$ cat src/rtl/mdu_pkg.sv
`default_nettype none
// ============================================================================
//  mdu_pkg -- shared constants, state encoding and helpers for the MDU
//  Revision: 1.0
// ============================================================================
package mdu_pkg;

    localparam logic [5:0] FUNCT_MULT  = 6'h18;
    localparam logic [5:0] FUNCT_MULTU = 6'h19;
    localparam logic [5:0] FUNCT_DIV   = 6'h1A;
    localparam logic [5:0] FUNCT_DIVU  = 6'h1B;

    localparam logic [5:0] ITER_COUNT  = 6'd32;

    typedef enum logic [2:0] {
        S_IDLE = 3'd0,
        S_PREP = 3'd1,
        S_CALC = 3'd2,
        S_FIX  = 3'd3,
        S_DONE = 3'd4
    } mdu_state_e;

    // 0x18..0x1B share the upper four funct bits.
    function automatic logic is_mdu_funct(input logic [5:0] funct);
        return (funct[5:2] == 4'b0110);
    endfunction

endpackage
`default_nettype wire

$ cat src/rtl/mdu_step.sv
`default_nettype none
// ============================================================================
//  mdu_step -- one shift-add (multiply) or restoring shift-subtract (divide)
//  iteration, purely combinational.
//  Revision: 1.0
// ============================================================================
module mdu_step (
    input  logic        is_div,
    input  logic [32:0] acc,
    input  logic [31:0] q,
    input  logic [32:0] opa,
    output logic [32:0] acc_nxt,
    output logic [31:0] q_nxt
);

    logic [33:0] sum;
    logic [33:0] diff;
    logic [32:0] shifted;

    always_comb begin
        sum     = {1'b0, acc} + (q[0] ? {1'b0, opa} : 34'd0);
        shifted = {acc[31:0], q[31]};
        diff    = {1'b0, shifted} - {1'b0, opa};
        if (is_div) begin
            // Remainder stays below the divisor, so the shifted value fits 33 bits.
            if (!diff[33]) begin
                acc_nxt = diff[32:0];
                q_nxt   = {q[30:0], 1'b1};
            end else begin
                acc_nxt = shifted;
                q_nxt   = {q[30:0], 1'b0};
            end
        end else begin
            acc_nxt = sum[33:1];
            q_nxt   = {sum[0], q[31:1]};
        end
    end

endmodule
`default_nettype wire

$ cat src/rtl/mdu_ctrl.sv
`default_nettype none
// ============================================================================
//  mdu_ctrl -- iterative mult/multu/div/divu unit owning the HI/LO registers
//  Revision: 1.0
// ============================================================================
module mdu_ctrl
    import mdu_pkg::*;
(
    input  logic        clock,
    input  logic        reset_n,
    input  logic        start,
    input  logic [5:0]  Function_opcode,
    input  logic [31:0] Read_data_1,
    input  logic [31:0] Read_data_2,
    input  logic        hi_we,
    input  logic        lo_we,
    input  logic [31:0] hilo_wdata,
    output logic        busy,
    output logic        done,
    output logic        div_by_zero,
    output logic [31:0] HI,
    output logic [31:0] LO
);

    mdu_state_e  state_q, state_d;
    logic [5:0]  cnt_q, cnt_d;
    logic [32:0] acc_q, acc_d;
    logic [31:0] q_q, q_d;
    logic [32:0] opa_q, opa_d;
    logic        is_div_q, is_div_d;
    logic        neg_res_q, neg_res_d;
    logic        neg_rem_q, neg_rem_d;
    logic [31:0] hi_q, hi_d, lo_q, lo_d;
    logic        done_q, done_d;
    logic        dbz_q, dbz_d;

    logic        valid_start, op_signed;
    logic [32:0] ext_a, ext_b, abs_a, abs_b;
    logic [63:0] prod, prod_fix;
    logic [31:0] quo_fix, rem_fix;
    logic [32:0] step_acc;
    logic [31:0] step_q;

    mdu_step u_step (
        .is_div  (is_div_q),
        .acc     (acc_q),
        .q       (q_q),
        .opa     (opa_q),
        .acc_nxt (step_acc),
        .q_nxt   (step_q)
    );

    always_comb begin
        valid_start = start && is_mdu_funct(Function_opcode);
        op_signed   = !Function_opcode[0];
        ext_a       = {op_signed & Read_data_1[31], Read_data_1};
        ext_b       = {op_signed & Read_data_2[31], Read_data_2};
        abs_a       = ext_a[32] ? (33'd0 - ext_a) : ext_a;
        abs_b       = ext_b[32] ? (33'd0 - ext_b) : ext_b;
        prod        = {acc_q[31:0], q_q};
        prod_fix    = neg_res_q ? (64'd0 - prod) : prod;
        quo_fix     = neg_res_q ? (32'd0 - q_q) : q_q;
        rem_fix     = neg_rem_q ? (32'd0 - acc_q[31:0]) : acc_q[31:0];
    end

    always_comb begin
        state_d   = state_q;
        cnt_d     = cnt_q;
        acc_d     = acc_q;
        q_d       = q_q;
        opa_d     = opa_q;
        is_div_d  = is_div_q;
        neg_res_d = neg_res_q;
        neg_rem_d = neg_rem_q;
        hi_d      = hi_q;
        lo_d      = lo_q;
        done_d    = 1'b0;
        dbz_d     = 1'b0;

        if (state_q == S_IDLE || state_q == S_DONE) begin
            if (hi_we) hi_d = hilo_wdata;
            if (lo_we) lo_d = hilo_wdata;
        end

        case (state_q)
            S_IDLE: begin
                if (valid_start) state_d = S_PREP;
            end
            S_PREP: begin
                is_div_d  = Function_opcode[1];
                neg_res_d = op_signed & (Read_data_1[31] ^ Read_data_2[31]);
                neg_rem_d = op_signed & Read_data_1[31];
                acc_d     = 33'd0;
                cnt_d     = ITER_COUNT;
                // Multiply: opa = multiplicand, q = multiplier. Divide: q = dividend, opa = divisor.
                opa_d     = Function_opcode[1] ? abs_b : abs_a;
                q_d       = Function_opcode[1] ? abs_a[31:0] : abs_b[31:0];
                if (Function_opcode[1] && Read_data_2 == 32'd0) begin
                    state_d = S_DONE;
                    done_d  = 1'b1;
                    dbz_d   = 1'b1;
                end else begin
                    state_d = S_CALC;
                end
            end
            S_CALC: begin
                acc_d = step_acc;
                q_d   = step_q;
                cnt_d = cnt_q - 6'd1;
                if (cnt_q == 6'd1) state_d = S_FIX;
            end
            S_FIX: begin
                if (is_div_q) begin
                    hi_d = rem_fix;
                    lo_d = quo_fix;
                end else begin
                    hi_d = prod_fix[63:32];
                    lo_d = prod_fix[31:0];
                end
                state_d = S_DONE;
                done_d  = 1'b1;
            end
            S_DONE:  state_d = S_IDLE;
            default: state_d = S_IDLE;
        endcase
    end

    always_ff @(posedge clock or negedge reset_n) begin
        if (!reset_n) begin
            state_q   <= S_IDLE;
            cnt_q     <= 6'd0;
            acc_q     <= 33'd0;
            q_q       <= 32'd0;
            opa_q     <= 33'd0;
            is_div_q  <= 1'b0;
            neg_res_q <= 1'b0;
            neg_rem_q <= 1'b0;
            hi_q      <= 32'd0;
            lo_q      <= 32'd0;
            done_q    <= 1'b0;
            dbz_q     <= 1'b0;
        end else begin
            state_q   <= state_d;
            cnt_q     <= cnt_d;
            acc_q     <= acc_d;
            q_q       <= q_d;
            opa_q     <= opa_d;
            is_div_q  <= is_div_d;
            neg_res_q <= neg_res_d;
            neg_rem_q <= neg_rem_d;
            hi_q      <= hi_d;
            lo_q      <= lo_d;
            done_q    <= done_d;
            dbz_q     <= dbz_d;
        end
    end

    // Combinational so the accepting cycle already stalls the fetch stage.
    assign busy = reset_n & (((state_q == S_IDLE) & valid_start) | (state_q == S_PREP) |
                             (state_q == S_CALC) | (state_q == S_FIX));
    assign done        = done_q;
    assign div_by_zero = dbz_q;
    assign HI          = hi_q;
    assign LO          = lo_q;

endmodule
`default_nettype wire

$ cat config.mk
export PLATFORM = sky130hd
export DESIGN_NAME = mdu_ctrl
export DESIGN_NICKNAME = d
export VERILOG_FILES = /design/src/rtl/mdu_pkg.sv /design/src/rtl/mdu_step.sv /design/src/rtl/mdu_ctrl.sv
export SDC_FILE = /design/constraint.sdc
export NUM_CORES = 1
export LEC_CHECK = 0
export BUFFER_PORTS_ARGS = -buffer_cell sky130_fd_sc_hd__buf_2
export CAP_MARGIN = 20
export CORE_UTILIZATION = 57
export DETAILED_ROUTE_END_ITERATION = 6
export GPL_TIMING_DRIVEN = 1
export PLACE_DENSITY = 0.78
export SLEW_MARGIN = 0
export SYNTH_ARGS = -nofsm -noshare
export SYNTH_HDL_FRONTEND = slang
export SYNTH_SLANG_ARGS = --single-unit
$ cat constraint.sdc
create_clock -name clock -period 4.6 [get_ports clock]
set_input_delay 1.15 -clock clock [delete_from_list [all_inputs] [get_ports clock]]
set_output_delay 1.15 -clock clock [all_outputs]
set_load 0.05 [all_outputs]
======== Yosys cells after proc, flatten, opt, wreduce, memory -nomap -nowiden ========
Cells that the tools add are included.
storage, ports and cells
  bits of input ports ..................... 107
  logic and storage cells ................. 80
  flip-flop bits (word level) ............. 176
  output and inout bits ................... 67
operators by class
  add/sub/neg operators ................... 8
  bitwise gates (word level) .............. 9
  reduce and logical (&&, ||, !) cells .... 13
  equal/unequal tests ..................... 8
  muxes and demuxes ....................... 30
operators with widths
  operator                                                               number
  32-bit 2-to-1 mux                                                      12
  33-bit 2-to-1 mux                                                      6
  33-bit case mux with 2 select lines                                    1
  1-bit by 33-bit subtractor with 33-bit output, first input constant    2
  64-bit 2-to-1 mux                                                      1
  32-bit case mux with 2 select lines                                    1
  1-bit by 32-bit subtractor with 32-bit output, first input constant    2
  1-bit by 64-bit subtractor with 64-bit output, first input constant    1
  33-bit by 34-bit adder with 34-bit output                              1
  33-bit by 33-bit subtractor with 34-bit output                         1
  32-bit logical NOT                                                     1
  3-bit case mux with 4 select lines                                     1
  6-bit case mux with 2 select lines                                     1
  3-bit 2-to-1 mux                                                       3
  2-bit nonzero test                                                     4
  3-bit by 2-bit equality test with 1-bit output, second input constant  2
  6-bit by 1-bit equality test with 1-bit output, second input constant  1
  2-bit AND reduction                                                    3
  6-bit by 1-bit subtractor with 6-bit output, second input constant     1
  1-bit AND                                                              5
  4-bit by 3-bit equality test with 1-bit output, second input constant  1
  2-bit inequality test, second input constant                           2
  3-bit by 1-bit equality test with 1-bit output, second input constant  1
  3-bit equality test, second input constant                             1
  8 further kinds                                                        13

======== Depth between registers and ports, before layout ========
Gate-level depths: netlist of the first run.
  depth after elaboration ................. 7
  mapped depth ............................ 14
  depth with buffers taken out ............ 13

======== Hierarchy ========
A second synthesis of the first run with hierarchy kept.
unflattened totals
  cell total of the unflattened synthesis .. 1928
  area total of the unflattened synthesis .. 15606.2 sq um
modules (own cells, without submodules)
  module    area each (sq um)  instances  sequential area each (sq um)  cells each
  mdu_ctrl  10990.5            1          4404.2                        1233
  mdu_step  4615.7             1          0.0                           695

======== Worst setup path before layout of the first run ========
Ideal clock, no wire load.
  path kind ............................... in2out
  from .................................... input Function_opcode[5]
  to ...................................... output busy
  required time ........................... 3.450 ns
  stages .................................. 4
  arrival ................................. 2.642 ns
  setup slack ............................. 0.808 ns
  path buffers ............................ 0
  cells stage by stage .................... nand4b_1 o21ai_0 inv_1 nor3b_1
between the ends
  cells in the longest elaborated chain, start to end .. 7
RTL lines
  element                                         RTL line         source
  from (decl)                                     mdu_ctrl.sv:12   input logic [5:0] Function_opcode,
  4-bit by 3-bit equality test with 1-bit output  mdu_pkg.sv:25    return (funct[5:2] == 4'b0110);
  1-bit logical AND                               mdu_ctrl.sv:54   valid_start = start && is_mdu_funct(Function_opcode);
  1-bit AND                                       mdu_ctrl.sv:159  assign busy = reset_n & (((state_q == S_IDLE) & valid_start) | (state_q == S_PREP) |
  1-bit OR (2 in a row)                           mdu_ctrl.sv:159
  1-bit OR                                        mdu_ctrl.sv:160  (state_q == S_CALC) | (state_q == S_FIX));
  1-bit AND                                       mdu_ctrl.sv:159
  to (decl)                                       mdu_ctrl.sv:18   output logic busy,
No other way between the ends.

======== Worst setup path after layout of the first run ========
  from .................................... register acc_q[2]
  to ...................................... register acc_q[2]
between the ends
  cells in the longest elaborated chain, start to end .. 4
  elaborated cells between the ends (all ways) .. 5
  those cells by class .................... 2 x add/sub; 3 x mux
RTL lines
  element                                         RTL line         source
  from (decl)                                     mdu_ctrl.sv:27   logic [32:0] acc_q, acc_d;
  from (signal assigned)                          mdu_ctrl.sv:132  acc_q <= 33'd0;
  from (signal assigned)                          mdu_ctrl.sv:145  acc_q <= acc_d;
  33-bit by 33-bit subtractor with 34-bit output  mdu_step.sv:23   diff = {1'b0, shifted} - {1'b0, opa};
  33-bit 2-to-1 mux                               mdu_step.sv:26   if (!diff[33]) begin
  33-bit 2-to-1 mux (*)                           mdu_step.sv:24   if (is_div) begin
  33-bit case mux with 2 select lines (*)         mdu_ctrl.sv:85   case (state_q)
Every way passes the cells marked *; elsewhere a longest branch is shown, timed or not.
A chain may end at the register's enable or synchronous reset.

==> metrics, run 1 <==
CP top delay family compound AO/OA/AOI/OAI gates; share of layout cells above drive strength 1 14.9%; synth warn 0; DR WL/cell 21.9 um; post-synth top area cell dfrtp_1; cell count of the worst reg-to-reg path 9; pwr/cell area ~820 nW/um2; commonest cells after routing, fill and taps aside nand2_1, dfrtp_1, a21oi_1, buf_2, nor2_1; Rel. slew slack 25.2%; post-CTS setup buffers 0; clk slew on worst S/H paths 80 ps; hold path start opa_q[14]; CTS Hold Bufs 0; CP max-delay cell o21ai_4; Total Wirelength 51300 um; synth top area cells dfrtp_1, mux2i_1, xnor2_1; Starting DRT DRC Count 1508; multiplexer area fraction after synthesis 8.57%; outcome complete, but fails checks; grt met2 use slightly below 60%; met3 Usage GRT 4.91%; root buffer cell clkbuf_16; Worst Clk Skew between 15 and 20 ps; #FFs+latches synth 176; largest family of logic cells by synthesized area compound AO/OA/AOI/OAI gates; total grt overflow 0; Hold Path End opa_q[14]; PostCTS Resize Cnt 0; CTS Buffer Depth 2; crit path cell chain ha_1 > a41oi_1 > o31ai_2 > a41o_1 > a21oi_2 > o21ai_4 > buf_4 > mux2i_1 > o21ai_0; Ant. Diodes 0; WHS Path Cells 1; initial core utilization 58.4%; reg-to-reg startpoint acc_q[2]; Synth Net Count 2070; Die ar. about 28000 um2; final hold violations 0; # placed instances 2312; most common cell after layout, fill and taps aside nand2_1; Setup crit end kind register; H-tree Lvls 4; I/O Pins roughly 170; failing checks design-rule violations; hold crit path type register to register; hpwl dp 39300 um; DIE HEIGHT 166 um; Area Growth Syn to Fin 11.7%; Port Buf Inserts around 170; r2r endpoint acc_q[2]; via count ~15000; GRT Util Overall 36.8%; Distinct cells, synth 82; DRC viols 25; Synth Cell Area 15300 um2; Crit path largest cell delay around 800 ps; CP Max Fanout 26; CP bufs+invs 1; initial antenna violation count 0; CP arrival 3980 ps; highest clock rate approximately 0.27 GHz; post-route clock period utilization about four fifths; proportion of netlist area held by the largest area contributor between 20% and 30%; Setup Viol. Count Final 0; worst-margin pin slew 1120 ps; Adder-Cell Fraction of Synth Area 6.15%; worst vdd ir 378 uV; min Tclk post-route 3710 ps; Syn Area/Cell 8.10 um2; Nets around 2200; number of CTS-inserted buffers 17; post-synthesis cell count 1889; Final ANT Viol Nets 0; CTS tree yes; Worst EP required 4870 ps; Most used DFF post-synth dfrtp_1; Compound-Gate Fraction of Synth Area between 20% and 30%; Die W approximately 170 um; insertion delay of the later-clocked pin in the worst-skew pair ~450 ps; GPL Wtd Cong between 0.9 and 1; Synth Area in XOR/XNOR under 10%; Leakage 7.67 nW; Synth async-reset ratio 100%; First-pass DRT Iterations 7; CP startpoint acc_q[2]; TritonCTS Sinks roughly 180; critical path type register to register; Worst Setup Start Kind register; Max-Cap Viols 0; Setup TNS Final 0 ps; FP Rows 59; Pins Over Slew Limit 0; Synth Area in Simple Gates 18.1%; FF-to-FF setup slack between 800 and 900 ps; Most Crowded Layer GR met2; global-route wire length before repair between 70000 and 80000 um; vias in the first global route 14013; Post-synth EDFFs 0; Vias/cell around 6.5; Seq/Total Area, Yosys 28.8%; largest net degree at the start of global routing 110; Global Route met1 Usage between 50% and 60%; Layout Cells excl Fill 2346; CORE AREA 26200 um2; unrepaired setup endpoints after global routing false
-- cell families after synthesis --
logic type      after synthesis
buf+inv                     183
fa+ha+maj                    74
compound gates              582
mux                         129
flops                       176
xor+xnor                    170
simple gates                575
-- state kept, by name, indices dropped and copies added (netlist names), 3 cells and up --
register,cells
acc_q,33
opa_q,33
HI,32
LO,32
q_q,32
cnt_q,6
state_q,3
-- worst max-delay path by stage --
stage | slack (ps) | depth (start not counted) | endpoint
2_1_floorplan | 810 | 4 | busy
3_3_place_gp | 840 | 9 | state_q[1]
3_5_place_dp | 770 | 10 | q_q[25]
4_1_cts | 950 | 9 | acc_q[7]
5_1_grt | 720 | 9 | acc_q[7]
6_report | 890 | 9 | acc_q[2]
-- stage by stage --
| stage | util, % | hold slack, ps | setup slack [ps] | instance area [um2] | total power, W |
|---|---|---|---|---|---|
| floorplan | - | 446 | 808 | 15300 | 0.00967 |
| global placement | 62.7 | 463 | 842 | 16400 | 0.0119 |
| detailed placement | 62.7 | 466 | 773 | 16400 | 0.0121 |
| CTS | 65.1 | 484 | 946 | 17100 | 0.0138 |
| global route | 65.3 | 495 | 719 | 17100 | 0.0148 |
| finish | 65.3 | 487 | 890 | 17100 | 0.0140 |
-- Yosys cell counts (10+ instances only) --
| cell type | count |
|---|---|
| nand2_1 | 200 |
| dfrtp_1 | 176 |
| a21oi_1 | 172 |
| nor2_1 | 172 |
| o21ai_0 | 167 |
| xnor2_1 | 117 |
| mux2i_1 | 112 |
| clkbuf_1 | 99 |
| ha_1 | 72 |
| inv_1 | 67 |
| xor2_1 | 53 |
| a21o_1 | 36 |
| o221ai_1 | 35 |
| nor3_1 | 31 |
| nand3_1 | 29 |
| o31ai_1 | 22 |
| or3_1 | 18 |
| a22oi_1 | 17 |
| mux2_2 | 17 |
| nor4_1 | 17 |
| nand2b_1 | 16 |
| o211ai_1 | 16 |
| a211oi_1 | 15 |
| a31oi_1 | 15 |
| and3_1 | 13 |
| or4_1 | 13 |
| nand4_1 | 11 |
| buf_1 | 10 |
| o21bai_1 | 10 |
| o41ai_1 | 10 |
-- routing by layer --
metal	routed length, um	vias up	part of all wire, %
li1	-	7072	-
met1	21500	7190	42
met2	23100	809	45
met3	4650	115	9.1
met4	2040	0	4.0
met5	0	-	0
-- where the power goes --
part / internal, W / switching [W] / leakage [nW] / total (W)
logic: 0.00328 / 0.00597 / 5.20 / 0.00924
clock network: 0.000766 / 0.000840 / 0.307 / 0.00161
registers: 0.00228 / 0.000849 / 2.16 / 0.00313
total: 0.00632 / 0.00765 / 7.67 / 0.0140
-- layout make-up --
cell class	count	area [um2]
multi-input combinational	1530	10200
sequential	176	4410
tap	335	419
fill	2252	9100
timing repair buffer	206	1160
inverter	67	251
clock buffer	17	425
clock inverter	15	213
Note: power is estimated with default switching activity, not from simulation.
==> inputs of run 2 (changes only) <==
--- a/config.mk
+++ b/config.mk
@@ -7,10 +7,10 @@
 export LEC_CHECK = 0
 export BUFFER_PORTS_ARGS = -buffer_cell sky130_fd_sc_hd__buf_2
 export CAP_MARGIN = 20
-export CORE_UTILIZATION = 57
+export CORE_UTILIZATION = 55
 export DETAILED_ROUTE_END_ITERATION = 6
 export GPL_TIMING_DRIVEN = 1
-export PLACE_DENSITY = 0.78
+export PLACE_DENSITY = 0.79
 export SLEW_MARGIN = 0
 export SYNTH_ARGS = -nofsm -noshare
 export SYNTH_HDL_FRONTEND = slang
==> constraint.sdc (replaced) <==
create_clock -name clock -period 3.4 [get_ports clock]
set_input_delay 0.85 -clock clock [delete_from_list [all_inputs] [get_ports clock]]
set_output_delay 0.85 -clock clock [all_outputs]
set_load 0.05 [all_outputs]
==> run 2 against run 1 <==
  * The run now ends clean
  * Clock power grew 34%
  * Clock skew shrank 5.5 ps
  * Largest power group unchanged
  * Non-clock buffer count grew 107
  * Cell count grew 6.2%
  * Combinational power grew 48%
  * Fmax grew 12%
  * Utilization grew 1.2 points
  * Count of clock-buffer cells in the layout is the same
==> metrics, run 2 (synthesis results as in run 1) <==
CP max-delay cell dfrtp_1; CORE AREA 27100 um2 (+3.4%); Worst Clk Skew 14.3 ps (-5.52 ps); critical path type register to register; Crit path largest cell delay 430 ps (-380 ps); Starting DRT DRC Count 1694 (+12%); initial antenna violation count 1 (+1); Rel. slew slack 34.9% (+9.7 points); Setup Viol. Count Final 0 (unchanged); commonest cells after routing, fill and taps aside nand2_1, dfrtp_1, a21oi_1, buf_2, nor2_1; global-route wire length before repair 81500 um (+2.9%); CP Max Fanout 18 (-31%); pwr/cell area 1110 nW/um2 (+35%); number of CTS-inserted buffers 17 (unchanged); # placed instances 2458 (+6.3%); highest clock rate 0.302 GHz (+12%); GRT Util Overall 37.1% (+0.27 points); CTS Hold Bufs 0 (unchanged); Design Power 0.0199 W (+43%); Die ar. 28500 um2 (+3.6%); share of layout cells above drive strength 1 19.3% (+4.4 points); Layout Cells excl Fill 2491 (+6.2%); Design Area, Final 18000 um2 (+5.3%); Leakage 8.20 nW (+6.9%); DIE HEIGHT 169 um (+1.8%); worst vdd ir 441 uV (+17%); total grt overflow 0 (unchanged); vias in the first global route 14962 (+6.8%); via count 15755 (+3.7%); CP bufs+invs 4 (+3); Cell Area, Placed 17400 um2 (+5.6%); Die W 169 um (+1.8%); post-route clock period utilization 97.4% (+17 points); post-CTS setup buffers 0 (unchanged); I/O Pins 174 (unchanged); crit path cell chain inv_2 > buf_12 > nor2_1 > ha_1 > buf_4 > o211ai_1 > a21oi_1 > buf_4 > o211ai_1 > nand3_1 > o22a_2 > a31o_2 > a21boi_1 > xnor2_1 > a221o_1; Worst Setup Start Kind register; DRC viols 0 (-100%); insertion delay of the later-clocked pin in the worst-skew pair 440 ps (about the same); Area Growth Syn to Fin 17.6%; First-pass DRT Iterations 6 (-1); Hold Slack 449 ps (-38.0 ps); biggest regs acc_q: 33 flops, opa_q: 33 flops; min Tclk post-route 3310 ps (-398 ps); Port Buf Inserts 173 (unchanged); # fillers 2229 (-1.0%); CP arrival 3650 ps (-330 ps); GPL Wtd Cong 1.01 (+2.4%); TritonCTS Sinks 176 (unchanged); Vias/cell 6.32 (-2.3%); Worst EP required 3730 ps (-1140 ps); DR WL/cell 21.3 um (-2.8%); unrepaired setup endpoints after global routing false; Final ANT Viol Nets 0 (unchanged); largest net degree at the start of global routing 124 (+13%); final hold violations 0 (unchanged); worst-margin pin slew 973 ps (-147 ps); initial core utilization 56.5% (-1.9 points); hold crit path type input pin to asynchronous set/reset pin; Max-Cap Viols 0 (unchanged); Nets 2286 (+4.9%); H-tree Lvls 4 (unchanged); CP top delay family compound AO/OA/AOI/OAI gates; CTS tree yes; Setup crit end kind register; root buffer cell clkbuf_16; CTS Buffer Depth 2 (unchanged); most common cell after layout, fill and taps aside nand2_1; outcome complete, no violations; Total Wirelength 53000 um (+3.2%); FP Rows 60 (+1.7%); clk slew on worst S/H paths 90 ps (about the same); Pins Over Slew Limit 0 (unchanged); hpwl dp 40900 um (+4.1%); PostCTS Resize Cnt 0 (unchanged)
[run 2: cell types whose count changed in the layout (fill, tap and decap cells not counted), sizes merged]
cell | previous run | this run
buf | 206 | 313
clkinv | 5 | 7
diode | 0 | 1
inv | 77 | 75
[run 2: worst register-to-register path: cells and delay by family (launching register included)]
kind                       cells  cell delay (ps)
AOI/OAI and AO/OA              7             1590
buffers and inverters          4              560
DFF                            1              430
adders and majority gates      1              320
and+or+nand+nor                2              250
xor gates and xnor gates       1               80
[run 2: area by class of cell]
| class | instances | area [um2] | share of cell area [%] |
|---|---|---|---|
| Clock buffer | 17 | 425 | 2.36 |
| Timing Repair Buffer | 313 | 2010 | 11.2 |
| Inverter | 67 | 251 | 1.40 |
| Multi-Input combinational cell | 1530 | 10200 | 56.8 |
| Sequential cell | 176 | 4410 | 24.5 |
| Tap cell | 372 | 465 | 2.58 |
| Antenna cell | 1 | 2.50 | 0.0139 |
| Clock inverter | 15 | 214 | 1.19 |
[run 2: path summary, 6_finish.rpt]
kind / to / start / cells after the start / slack, ps
setup / recovery: acc_q[25] / q_q[0] / 15 / 90
hold / removal: HI[31] / reset_n / 2 / 450
setup reg to reg: acc_q[25] / q_q[0] / 15 / 90
hold reg to reg: cnt_q[5] / cnt_q[5] / 1 / 480
max in group asynchronous: HI[3] / reset_n / 3 / 1630
min in group clock: cnt_q[5] / cnt_q[5] / 1 / 480
[run 2: power by group]
part           internal [W]  switching (W)
clock               0.00103        0.00112
combinational       0.00518        0.00849
sequential          0.00309        0.00102
total               0.00930         0.0106
[run 2: stage by stage]
step	utilization, %	setup TNS (ps)	worst slack (ps)
3_3_place_gp	64.0	0	48.8
4_1_cts	66.4	0	27.7
2_1_floorplan	-	0	189
3_5_place_dp	64.0	-0.941	-0.941
5_1_grt	66.4	0	12.6
6_report	66.4	0	87.6
[run 2: layer usage]
metal  routed length (um)  share of wire (%)  vias to the layer above  global-route usage [%]
met1                21700                 41                     7517                    49.0
met5                    0                  0                        -                       0
met4                 2470                4.7                        0                    18.1
met2                23600                 44                      838                    58.6
li1                     -                  -                     7261                       -
met3                 5240                9.9                      139                    6.59
